<file path="src/rtl/alu_dispatch.sv">
// Issue stage in front of the level-sensitive 64-bit ALU: queues {op,a,b} requests, holds each
// one on the ALU for SETTLE cycles, then registers c/flags behind a valid/ready result slot.

module alu_dispatch_checker #(
  parameter int DEPTH = 4,
  parameter int CW    = 3
) (
  input logic          clk,
  input logic          rst,
  input logic          in_ready,
  input logic [CW-1:0] count,
  input logic          alu_enable,
  input logic [63:0]   alu_a,
  input logic [63:0]   alu_b,
  input logic [5:0]    alu_op,
  input logic          out_valid,
  input logic          out_ready
);
  a_count_bound: assert property (@(posedge clk) disable iff (rst)
    count <= CW'(DEPTH));

  a_ready_is_not_full: assert property (@(posedge clk) disable iff (rst)
    in_ready == (count != CW'(DEPTH)));

  // Back-to-back enabled cycles always belong to the same request.
  a_operands_stable: assert property (@(posedge clk) disable iff (rst)
    (alu_enable && $past(alu_enable)) |-> ($stable(alu_a) && $stable(alu_b) && $stable(alu_op)));

  a_slot_held: assert property (@(posedge clk) disable iff (rst)
    (out_valid && !out_ready) |=> out_valid);
endmodule

module alu_dispatch #(
  parameter int DEPTH  = 4,
  parameter int SETTLE = 1
) (
  input  logic                   clk,
  input  logic                   rst,
  input  logic                   in_valid,
  output logic                   in_ready,
  input  logic [5:0]             in_op,
  input  logic [63:0]            in_a,
  input  logic [63:0]            in_b,
  input  logic                   flush,
  output logic [63:0]            alu_a,
  output logic [63:0]            alu_b,
  output logic [5:0]             alu_op,
  output logic                   alu_enable,
  input  logic [31:0]            alu_c,
  input  logic [6:0]             alu_flags,
  output logic                   out_valid,
  input  logic                   out_ready,
  output logic [31:0]            out_c,
  output logic [6:0]             out_flags,
  output logic [5:0]             out_op,
  output logic [$clog2(DEPTH):0] count
);
  localparam int AW = $clog2(DEPTH);
  localparam int CW = AW + 1;

  typedef enum logic [0:0] {
    IDLE = 1'b0,
    EXEC = 1'b1
  } state_t;

  logic [5:0]    op_mem_r [DEPTH];
  logic [63:0]   a_mem_r  [DEPTH];
  logic [63:0]   b_mem_r  [DEPTH];
  logic [AW-1:0] wr_ptr_r;
  logic [AW-1:0] rd_ptr_r;
  logic [CW-1:0] count_r;

  state_t        state_r;
  state_t        state_s;
  logic [3:0]    cnt_r;
  logic [63:0]   alu_a_r;
  logic [63:0]   alu_b_r;
  logic [5:0]    alu_op_r;

  logic          out_valid_r;
  logic [31:0]   out_c_r;
  logic [6:0]    out_flags_r;
  logic [5:0]    out_op_r;

  logic          full_s;
  logic          push_s;
  logic          pop_s;
  logic          capture_s;
  logic          slot_free_s;

  // A flush discards any push arriving in the same cycle.
  assign full_s      = (count_r == CW'(DEPTH));
  assign push_s      = in_valid & ~full_s & ~flush;
  assign slot_free_s = ~out_valid_r | out_ready;

  // Request storage; no reset needed since count_r gates every read.
  always_ff @(posedge clk) begin
    if (push_s) begin
      op_mem_r[wr_ptr_r] <= in_op;
      a_mem_r[wr_ptr_r]  <= in_a;
      b_mem_r[wr_ptr_r]  <= in_b;
    end
  end

  // FIFO pointers and occupancy; pointers wrap naturally at DEPTH.
  always_ff @(posedge clk or posedge rst) begin
    if (rst) begin
      wr_ptr_r <= {AW{1'b0}};
      rd_ptr_r <= {AW{1'b0}};
      count_r  <= {CW{1'b0}};
    end else if (flush) begin
      wr_ptr_r <= {AW{1'b0}};
      rd_ptr_r <= {AW{1'b0}};
      count_r  <= {CW{1'b0}};
    end else begin
      if (push_s) begin
        wr_ptr_r <= wr_ptr_r + AW'(1'b1);
      end
      if (pop_s) begin
        rd_ptr_r <= rd_ptr_r + AW'(1'b1);
      end
      case ({push_s, pop_s})
        2'b10:   count_r <= count_r + CW'(1'b1);
        2'b01:   count_r <= count_r - CW'(1'b1);
        default: count_r <= count_r;
      endcase
    end
  end

  // FSM state register.
  always_ff @(posedge clk or posedge rst) begin
    if (rst) begin
      state_r <= IDLE;
    end else begin
      state_r <= state_s;
    end
  end

  // Next state, pop and capture decisions.
  always_comb begin
    state_s   = state_r;
    pop_s     = 1'b0;
    capture_s = 1'b0;
    case (state_r)
      IDLE: begin
        if (!flush && (count_r != {CW{1'b0}}) && slot_free_s) begin
          pop_s   = 1'b1;
          state_s = EXEC;
        end else begin
          state_s = IDLE;
        end
      end
      EXEC: begin
        if (flush) begin
          state_s = IDLE;
        end else if (cnt_r == 4'd1) begin
          capture_s = 1'b1;
          state_s   = IDLE;
        end else begin
          state_s = EXEC;
        end
      end
      default: begin
        state_s = IDLE;
      end
    endcase
  end

  // ALU operand registers and settle counter; operands persist through IDLE.
  always_ff @(posedge clk or posedge rst) begin
    if (rst) begin
      cnt_r    <= 4'd0;
      alu_a_r  <= 64'd0;
      alu_b_r  <= 64'd0;
      alu_op_r <= 6'd0;
    end else if (pop_s) begin
      cnt_r    <= 4'(SETTLE);
      alu_a_r  <= a_mem_r[rd_ptr_r];
      alu_b_r  <= b_mem_r[rd_ptr_r];
      alu_op_r <= op_mem_r[rd_ptr_r];
    end else if (state_r == EXEC) begin
      cnt_r <= cnt_r - 4'd1;
    end else begin
      cnt_r <= cnt_r;
    end
  end

  // Result slot: raw ALU outputs are captured unmodified, including any x/z bits.
  always_ff @(posedge clk or posedge rst) begin
    if (rst) begin
      out_valid_r <= 1'b0;
      out_c_r     <= 32'd0;
      out_flags_r <= 7'd0;
      out_op_r    <= 6'd0;
    end else if (capture_s) begin
      out_valid_r <= 1'b1;
      out_c_r     <= alu_c;
      out_flags_r <= alu_flags;
      out_op_r    <= alu_op_r;
    end else if (out_valid_r && out_ready) begin
      out_valid_r <= 1'b0;
    end else begin
      out_valid_r <= out_valid_r;
    end
  end

  assign in_ready   = ~full_s;
  assign count      = count_r;
  assign alu_a      = alu_a_r;
  assign alu_b      = alu_b_r;
  assign alu_op     = alu_op_r;
  assign alu_enable = (state_r == EXEC);
  assign out_valid  = out_valid_r;
  assign out_c      = out_c_r;
  assign out_flags  = out_flags_r;
  assign out_op     = out_op_r;

  alu_dispatch_checker #(
    .DEPTH (DEPTH),
    .CW    (CW)
  ) u_checker (
    .clk        (clk),
    .rst        (rst),
    .in_ready   (in_ready),
    .count      (count_r),
    .alu_enable (alu_enable),
    .alu_a      (alu_a),
    .alu_b      (alu_b),
    .alu_op     (alu_op),
    .out_valid  (out_valid),
    .out_ready  (out_ready)
  );
endmodule

</file>
<file path="config.mk">
export PLATFORM = sky130hd
export DESIGN_NAME = alu_dispatch
export DESIGN_NICKNAME = d
export VERILOG_FILES = /design/src/rtl/alu_dispatch.sv
export SDC_FILE = /design/constraint.sdc
export NUM_CORES = 1
export LEC_CHECK = 0
export ABC_AREA = 1
export BUFFER_PORTS_ARGS = -buffer_cell sky130_fd_sc_hd__buf_2
export CORE_UTILIZATION = 50
export CTS_BUF_LIST = sky130_fd_sc_hd__clkbuf_4 sky130_fd_sc_hd__clkbuf_8 sky130_fd_sc_hd__clkbuf_16
export CTS_CLUSTER_DIAMETER = 120
export DETAILED_ROUTE_END_ITERATION = 16
export PLACE_DENSITY = 0.67
export SYNTH_ARGS = -nofsm -noshare
export SYNTH_HDL_FRONTEND = slang
export SYNTH_SLANG_ARGS = --single-unit
</file>
<file path="constraint.sdc">
create_clock -name clk -period 10 [get_ports clk]
set_clock_uncertainty 0.2 [all_clocks]
set_input_delay 1.5 -clock clk [delete_from_list [all_inputs] [get_ports clk]]
set_output_delay 1.5 -clock clk [all_outputs]
set_load 0.1 [all_outputs]
</file>
==> impl_metrics.csv, run 1 <==
group,metric,value,unit
status,result_of_the_run,"completed",
synthesis,post_synth_num_cell_types,26,
critical_path,worstSetupEndpointType,"flop",
power,power.internal,0.00626,W
synthesis,synth_enable_flop_cells,536,
cells_and_area,fin_nets,2580,
die,total_die_area,55600,sq um
routing,wirelength_met1,26.5,mm
routing,drt-vias-per-instance,5.42,
placed_design,gp_congestion,0.792,
global_routing,global_route.overflow_total,0,
synthesis,synth_fp_nets,2249,
die,num_rows,85,
power,share_seq_of_total_power,0.352,
cells_and_area,postLayoutCoreUtil,0.597,
sta,maxSlewHeadroom,0.254,
routing,routed_wl,63.5,mm
global_routing,via_count_of_the_first_global_routing_pass,17100,
synthesis,yosysWarnings,0,
global_routing,grt.total_usage,0.229,
flow_run,cap_violations,0,
power,p_total,0.0115,W
synthesis,synth.avg_cell_area,13.2,sq um
power,net-switching-power,0.00520,W
sta,summed_negative_setup_slack_over_all_endpoints,0,ps
sta,setup-violations-final,0,
die,core_region_area,53900,sq um
routing,drc,0,
routing,via_count,17200,
synthesis,synth_async_sr_flop_share,0.264,
power,p_per_area,356,nW/um^2
cells_and_area,post_route_cell_area,32200,sq um
die,die_width,236,um
cts,cts_tree,"built",
cts,cts_hold_repair.buffers,0,
placed_design,post_dp_cell_area,29600,sq um
cts,postcts_resize_cnt,0,
synthesis,syn_area,27300,sq um
critical_path,worst_setup_path_start_kind,"primary input",
critical_path,worst-endpoint-arrival,3830,ps
sta,fin_crit_sh,0.381,
synthesis,area_contributors_post_synth,"sky130_fd_sc_hd__edfxtp_1 (59%), sky130_fd_sc_hd__dfrtp_1 (18%), sky130_fd_sc_hd__nand2_1 (5.8%)",
synthesis,yosysSeqAreaShare,0.765,
global_routing,antenna_violations_before_repair,22,
routing,highest_layer,"met5",
synthesis,yosysTopAreaCellShare,0.589,
synthesis,netlist_instances,2064,
cts,cts-root-to-sink-buffers,3,
routing,drt-pass1-iter-count,5,
sta,rsz0062_at_grt,"false",
die,floorplan.io_pins,363,
cts,cts-buffers-inserted,74,
sta,timing_worst_slew_pin_value,1120,ps
power,power.combinational.fraction,0.398,
placed_design,io_buffers,362,
cts,clk_lat_worst_skew,610,ps
synthesis,ys_dominant_reg_cell,"sky130_fd_sc_hd__edfxtp_1",
cts,clock_sink_count,728,
power,worst_ir_drop_vdd,0.270,mV
hold_path,min_delay_path_class,"flop to flop",
sta,max_slew_violation_count,0,
synthesis,synth_top_cell_by_area,"sky130_fd_sc_hd__edfxtp_1",
sta,timing.final.hold_violations,0,
cts,cts-htree-levels,3,
sta,fin_crit,3810,ps
cells_and_area,final_layout_size_suffix_gt1_frac,0.225,
cts,post_cts.repair.setup_buffers,0,
sta,max_freq,262,MHz
cts,clkSlewWorstSetupHoldPaths,60,ps
synthesis,synth.cells.most_frequent,"sky130_fd_sc_hd__edfxtp_1 (536), sky130_fd_sc_hd__nand2_1 (425), sky130_fd_sc_hd__nor2_1 (277), sky130_fd_sc_hd__o21ai_0 (269), sky130_fd_sc_hd__dfrtp_1 (192)",
power,p_leak,13.0,nW
cells_and_area,synthesis_to_finish_area_growth,17.8,%
synthesis,synth.most_common_cell,"sky130_fd_sc_hd__edfxtp_1",
routing,ant_nets,0,
placed_design,dp_hpwl,34.9,mm
routing,detailedRoute.firstIterationViolations,1117,
critical_path,cp.required,10020,ps
global_routing,wire_length_of_the_first_global_routing_pass,97.3,mm
power,clockPowerShare,0.251,
critical_path,criticalPathCategory,"primary input to flop",
die,initial_utilization,0.507,
die,floorplan_die_height,236,um
power,netSwitchingFraction,0.453,
routing,met2_wirelength,31.3,mm
critical_path,crit_fanout,54,
synthesis,synth_seq_cells,728,
routing,wire_per_inst,20.1,um
global_routing,grt_start_max_net_pins,195,
cts,cts.root.buffer_cell,"sky130_fd_sc_hd__clkbuf_16",
routing,met3RoutedLength,3.78,mm
## logic make-up after synthesis
| group | share of synthesized area |
|---|---|
| fa+ha+maj | 0.00348 |
| compound gates | 0.0842 |
| mux | 0.0211 |
| flops | 0.765 |
| xor+xnor | 0.000320 |
| simple gates | 0.0988 |
| buf+inv | 0.0275 |
## flip-flops by register name (all words and copies together) (netlist names), 3 cells and up
signal     flops
count          3
b_mem_r      256
alu_b         64
a_mem_r      256
op_mem_r      24
out_flags      7
out_c         32
out_op         6
alu_a         64
alu_op         6
cnt_r          4
## stage by stage
step | setup WS (ps) | hold slack [ps] | instances
after floorplan | 1330 | 259 | 2064
after global placement | 5570 | 258 | 3015
after detailed placement | 5540 | 260 | 3015
after CTS | 6190 | 276 | 3152
after global routing | 6010 | 293 | 3163
final | 6190 | 275 | 3165
## routing by layer
| metal | track usage | up-vias |
|---|---|---|
| met5 | 0 | - |
| met1 | 0.294 | 8530 |
| li1 | - | 7986 |
| met2 | 0.380 | 520 |
| met4 | 0.102 | 14 |
| met3 | 0.0451 | 107 |
## final timing paths
| path | startpoint | endpoint | slack (ps) | cells past startpoint |
|---|---|---|---|---|
| max in group asynchronous | rst | rd_ptr_r[0] | 6860 | 4 |
| setup reg to reg | rd_ptr_r[0] | alu_a[55] | 6390 | 6 |
| hold / removal | alu_b[1] | alu_b[1] | 270 | 2 |
| hold reg to reg | alu_b[1] | alu_b[1] | 270 | 2 |
| setup / recovery | flush | op_mem_r[1][4] | 6190 | 5 |
| min in group asynchronous | rst | alu_b[36] | 800 | 2 |
## area by class of cell
type	count	area [sq um]
diodes	13	32.5
clock buffers	101	2180
clock inverters	36	400
fillers	4181	21700
inverters	28	128
multi-input cells	1185	5730
flip-flops and latches	728	20900
well taps	696	871
repair buffers	378	1960
## layout by cell type, fill, tap and decap left out, drive strengths merged
master / netlist / layout
ha: 6 / 6
edfxtp: 536 / 536
diode: 0 / 13
buf: 74 / 378
inv: 27 / 30
nand3: 8 / 8
nor2: 278 / 278
o22ai: 135 / 135
clkinvlp: 0 / 1
xnor2: 1 / 1
mux2: 39 / 39
nand4: 1 / 1
bufinv: 0 / 9
o21ai: 288 / 288
fa: 1 / 1
dfrtp: 192 / 192
clkbuf: 49 / 101
nand2: 425 / 425
clkinv: 1 / 24
a21oi: 3 / 3
## power by group through the flow
stage                     Combinational [W]  Sequential (W)  Clock, W
after detailed placement            0.00458         0.00408         0
after floorplan                     0.00120         0.00660         0
after global routing                0.00479         0.00408   0.00304
after global placement              0.00454         0.00406         0
final                               0.00456         0.00403   0.00287
after CTS                           0.00459         0.00403   0.00293
## worst max-delay path, cell delays in order
cell                      delay (ps)
sky130_fd_sc_hd__buf_2           130
sky130_fd_sc_hd__inv_1           120
sky130_fd_sc_hd__nand3_1         350
sky130_fd_sc_hd__nor2_4          840
sky130_fd_sc_hd__buf_4           780
(Power assumes the default switching activity.)
==> run 2, diff against run 1 <==
- ABC_AREA: 1 -> 0
- PLACE_DENSITY: 0.67 -> 0.7
- clock period: 10 -> 3.5 ns (I/O delays scaled with it)
==> run 2 against run 1 <==
Global-route usage is 2.6 points lower. Synthesized area down 0.99%. Die area down 0.99%. Register-to-register slack lost 5400 ps. Non-clock buffer count grew 188. Cell count shrank 21%. Critical path type is now flop to output pin. Largest cell class unchanged.
==> impl_metrics.csv, run 2 <==
group,metric,value,unit
status,result_of_the_run,"completed",
synthesis,netlist_instances,1161,
cts,cts.root.buffer_cell,"sky130_fd_sc_hd__clkbuf_16",
placed_design,io_buffers,362,
synthesis,area_contributors_post_synth,"sky130_fd_sc_hd__edfxtp_1 (59%), sky130_fd_sc_hd__dfrtp_1 (18%), sky130_fd_sc_hd__mux4_2 (11%)",
flow_run,cap_violations,0,
critical_path,worstSetupEndpointType,"output pin",
sta,max_freq,379,MHz
critical_path,startpoint,"count[0]",
routing,routed_wl,54.6,mm
cells_and_area,final_layout_size_suffix_gt1_frac,0.469,
placed_design,gp_congestion,0.766,
synthesis,synth.cells.most_frequent,"sky130_fd_sc_hd__edfxtp_1 (536), sky130_fd_sc_hd__dfrtp_1 (192), sky130_fd_sc_hd__mux4_2 (134), sky130_fd_sc_hd__mux2_4 (96), sky130_fd_sc_hd__mux2_2 (85)",
critical_path,cp.required,2770,ps
cts,postcts_resize_cnt,0,
synthesis,synth_top_cell_by_area,"sky130_fd_sc_hd__edfxtp_1",
routing,drt-vias-per-instance,5.29,
cells_and_area,biggestRegsByFlops,"a_mem_r (256), b_mem_r (256)",
synthesis,synth_xor_xnor_area_share,0.000971,
cts,cts-htree-levels,3,
synthesis,synth-adder-area-share,0.00351,
die,floorplan_die_height,235,um
cells_and_area,commonest_non_fill_non_tap_cell_in_the_layout,"sky130_fd_sc_hd__edfxtp_1",
synthesis,synth_enable_flop_cells,536,
critical_path,criticalPathCategory,"flop to output pin",
cts,cts_tree,"built",
synthesis,synth_top_family_by_area,"multiplexers",
cells_and_area,postLayoutCoreUtil,0.642,
synthesis,ys_dominant_reg_cell,"sky130_fd_sc_hd__edfxtp_1",
synthesis,synth_simple_gate_area_share,0.00610,
cts,cts-root-to-sink-buffers,3,
cts,clock_sink_count,728,
routing,drt-pass1-iter-count,5,
synthesis,syn_area,27100,sq um
cts,cts-buffers-inserted,73,
synthesis,synth_fp_nets,1346,
synthesis,post_synth_num_cell_types,32,
critical_path,cpMaxStageDelayCell,"sky130_fd_sc_hd__or3b_2",
sta,timing_worst_slew_pin_value,791,ps
die,num_rows,84,
global_routing,global_route.overflow_total,0,
critical_path,path_cells,"or3b_2 > buf_2",
cts,clk_lat_worst_skew,590,ps
cells_and_area,fillCellCount,3553,
critical_path,critical_path.max_stage_delay,530,ps
die,die_width,235,um
cells_and_area,fin_nets,1935,
sta,setup-violations-final,0,
synthesis,synthesized_area_fraction_occupied_by_ao_oa_aoi_and_oai_cells,0.00282,
global_routing,grt_start_max_net_pins,71,
global_routing,via_count_of_the_first_global_routing_pass,14400,
cells_and_area,mostFrequentLayoutCells,"sky130_fd_sc_hd__edfxtp_1 (536), sky130_fd_sc_hd__buf_2 (362), sky130_fd_sc_hd__dfrtp_1 (188), sky130_fd_sc_hd__dlygate4sd3_1 (174), sky130_fd_sc_hd__mux4_2 (134)",
cts,clkSlewWorstSetupHoldPaths,60,ps
routing,ant_nets,0,
routing,drc,0,
hold_path,min_delay_path_class,"primary input to flop",
sta,timing.final.hold_violations,0,
global_routing,wire_length_of_the_first_global_routing_pass,84.7,mm
synthesis,share_of_cell_area_taken_by_muxes_after_synthesis,0.201,
die,core_region_area,53000,sq um
synthesis,synth_seq_cells,728,
sta,fin_crit,2640,ps
critical_path,worst_setup_path_start_kind,"flop",
critical_path,critical_path.reg2reg.startpoint,"count[2]",
synthesis,yosysTopAreaCellShare,0.595,
critical_path,worst-endpoint-arrival,1910,ps
global_routing,antenna_violations_before_repair,6,
synthesis,yosysWarnings,0,
synthesis,synth.most_common_cell,"sky130_fd_sc_hd__edfxtp_1",
routing,wire_per_inst,21.8,um
synthesis,yosysSeqAreaShare,0.772,
sta,fin_crit_sh,0.753,
sta,rsz0062_at_grt,"false",
global_routing,grt.total_usage,0.204,
sta,maxSlewHeadroom,0.471,
routing,via_count,13200,
placed_design,dp_hpwl,32.0,mm
routing,detailedRoute.firstIterationViolations,666,
hold_path,holdCritStartpoint,"alu_c[25]",
die,total_die_area,55100,sq um
synthesis,synth_async_sr_flop_share,0.264,
synthesis,synth.avg_cell_area,23.3,sq um
die,initial_utilization,0.511,
critical_path,crit_fanout,7,
die,floorplan.io_pins,363,
cells_and_area,synthesis_to_finish_area_growth,25.7,%
sta,max_slew_violation_count,0,
run 2: metal layers:
metal / vias up / global-route usage / part of all wire
met2: 369 / 0.344 / 0.51
met1: 6884 / 0.255 / 0.40
met5: - / 0 / 0.00022
met4: 2 / 0.0861 / 0.035
met3: 113 / 0.0451 / 0.053
li1: 5879 / - / -
run 2: final cells by class:
type / instances / area (sq um) / share of cell area
Sequential cell: 728 / 20900 / 0.615
Multi-Input combinational cell: 372 / 5830 / 0.171
Timing Repair Buffer: 566 / 3980 / 0.117
Clock buffer: 109 / 2180 / 0.0640
Tap cell: 688 / 861 / 0.0253
Clock inverter: 25 / 214 / 0.00629
Inverter: 9 / 37.5 / 0.00110
Antenna cell: 5 / 12.5 / 0.000368
run 2: worst max-delay path, delay by kind of cell, from the launching register on:
family        cells  cell delay [ps]
simple gates      1              530
flops             1              450
buf+inv           1              330
run 2: repair_timing:
item | 4_1_cts | 5_1_grt
setup buffers | 0 | 0
hold endpoints to repair | 604 | 0
hold buffers | 174 | 0
run 2: final timing paths:
| path | slack [ps] | endpoint | cells past startpoint |
|---|---|---|---|
| min in group asynchronous | 440 | out_c[17] | 3 |
| max in group asynchronous | 1800 | alu_b[21] | 4 |
| worst min-delay path | 50 | out_c[25] | 2 |
| worst max-delay path | 860 | in_ready | 2 |
| worst max register to register | 990 | a_mem_r[0][4] | 5 |
| worst min register to register | 300 | out_flags[1] | 1 |
run 2: cells by family after synthesis:
family,after synthesis
adders and majority gates,7
AOI/OAI and AO/OA,13
xor gates and xnor gates,3
muxes,318
DFF,728
and+or+nand+nor,31
buffers and inverters,61
run 2: through the flow:
stage,worst slack [ps],instances,hold slack [ps],area [sq um],TNS (ps)
3_3_place_gp,878,2189,283,29900,0
4_1_cts,807,2497,5.35,34000,0
2_1_floorplan,-603,1161,255,27100,-242490
3_5_place_dp,873,2189,288,29900,0
6_report,864,2502,48.7,34000,0
5_1_grt,795,2502,7.28,34000,0
Power of run 2 is not shown: default switching activity piles up to over one toggle a cycle in this logic, so the estimate is an artifact.
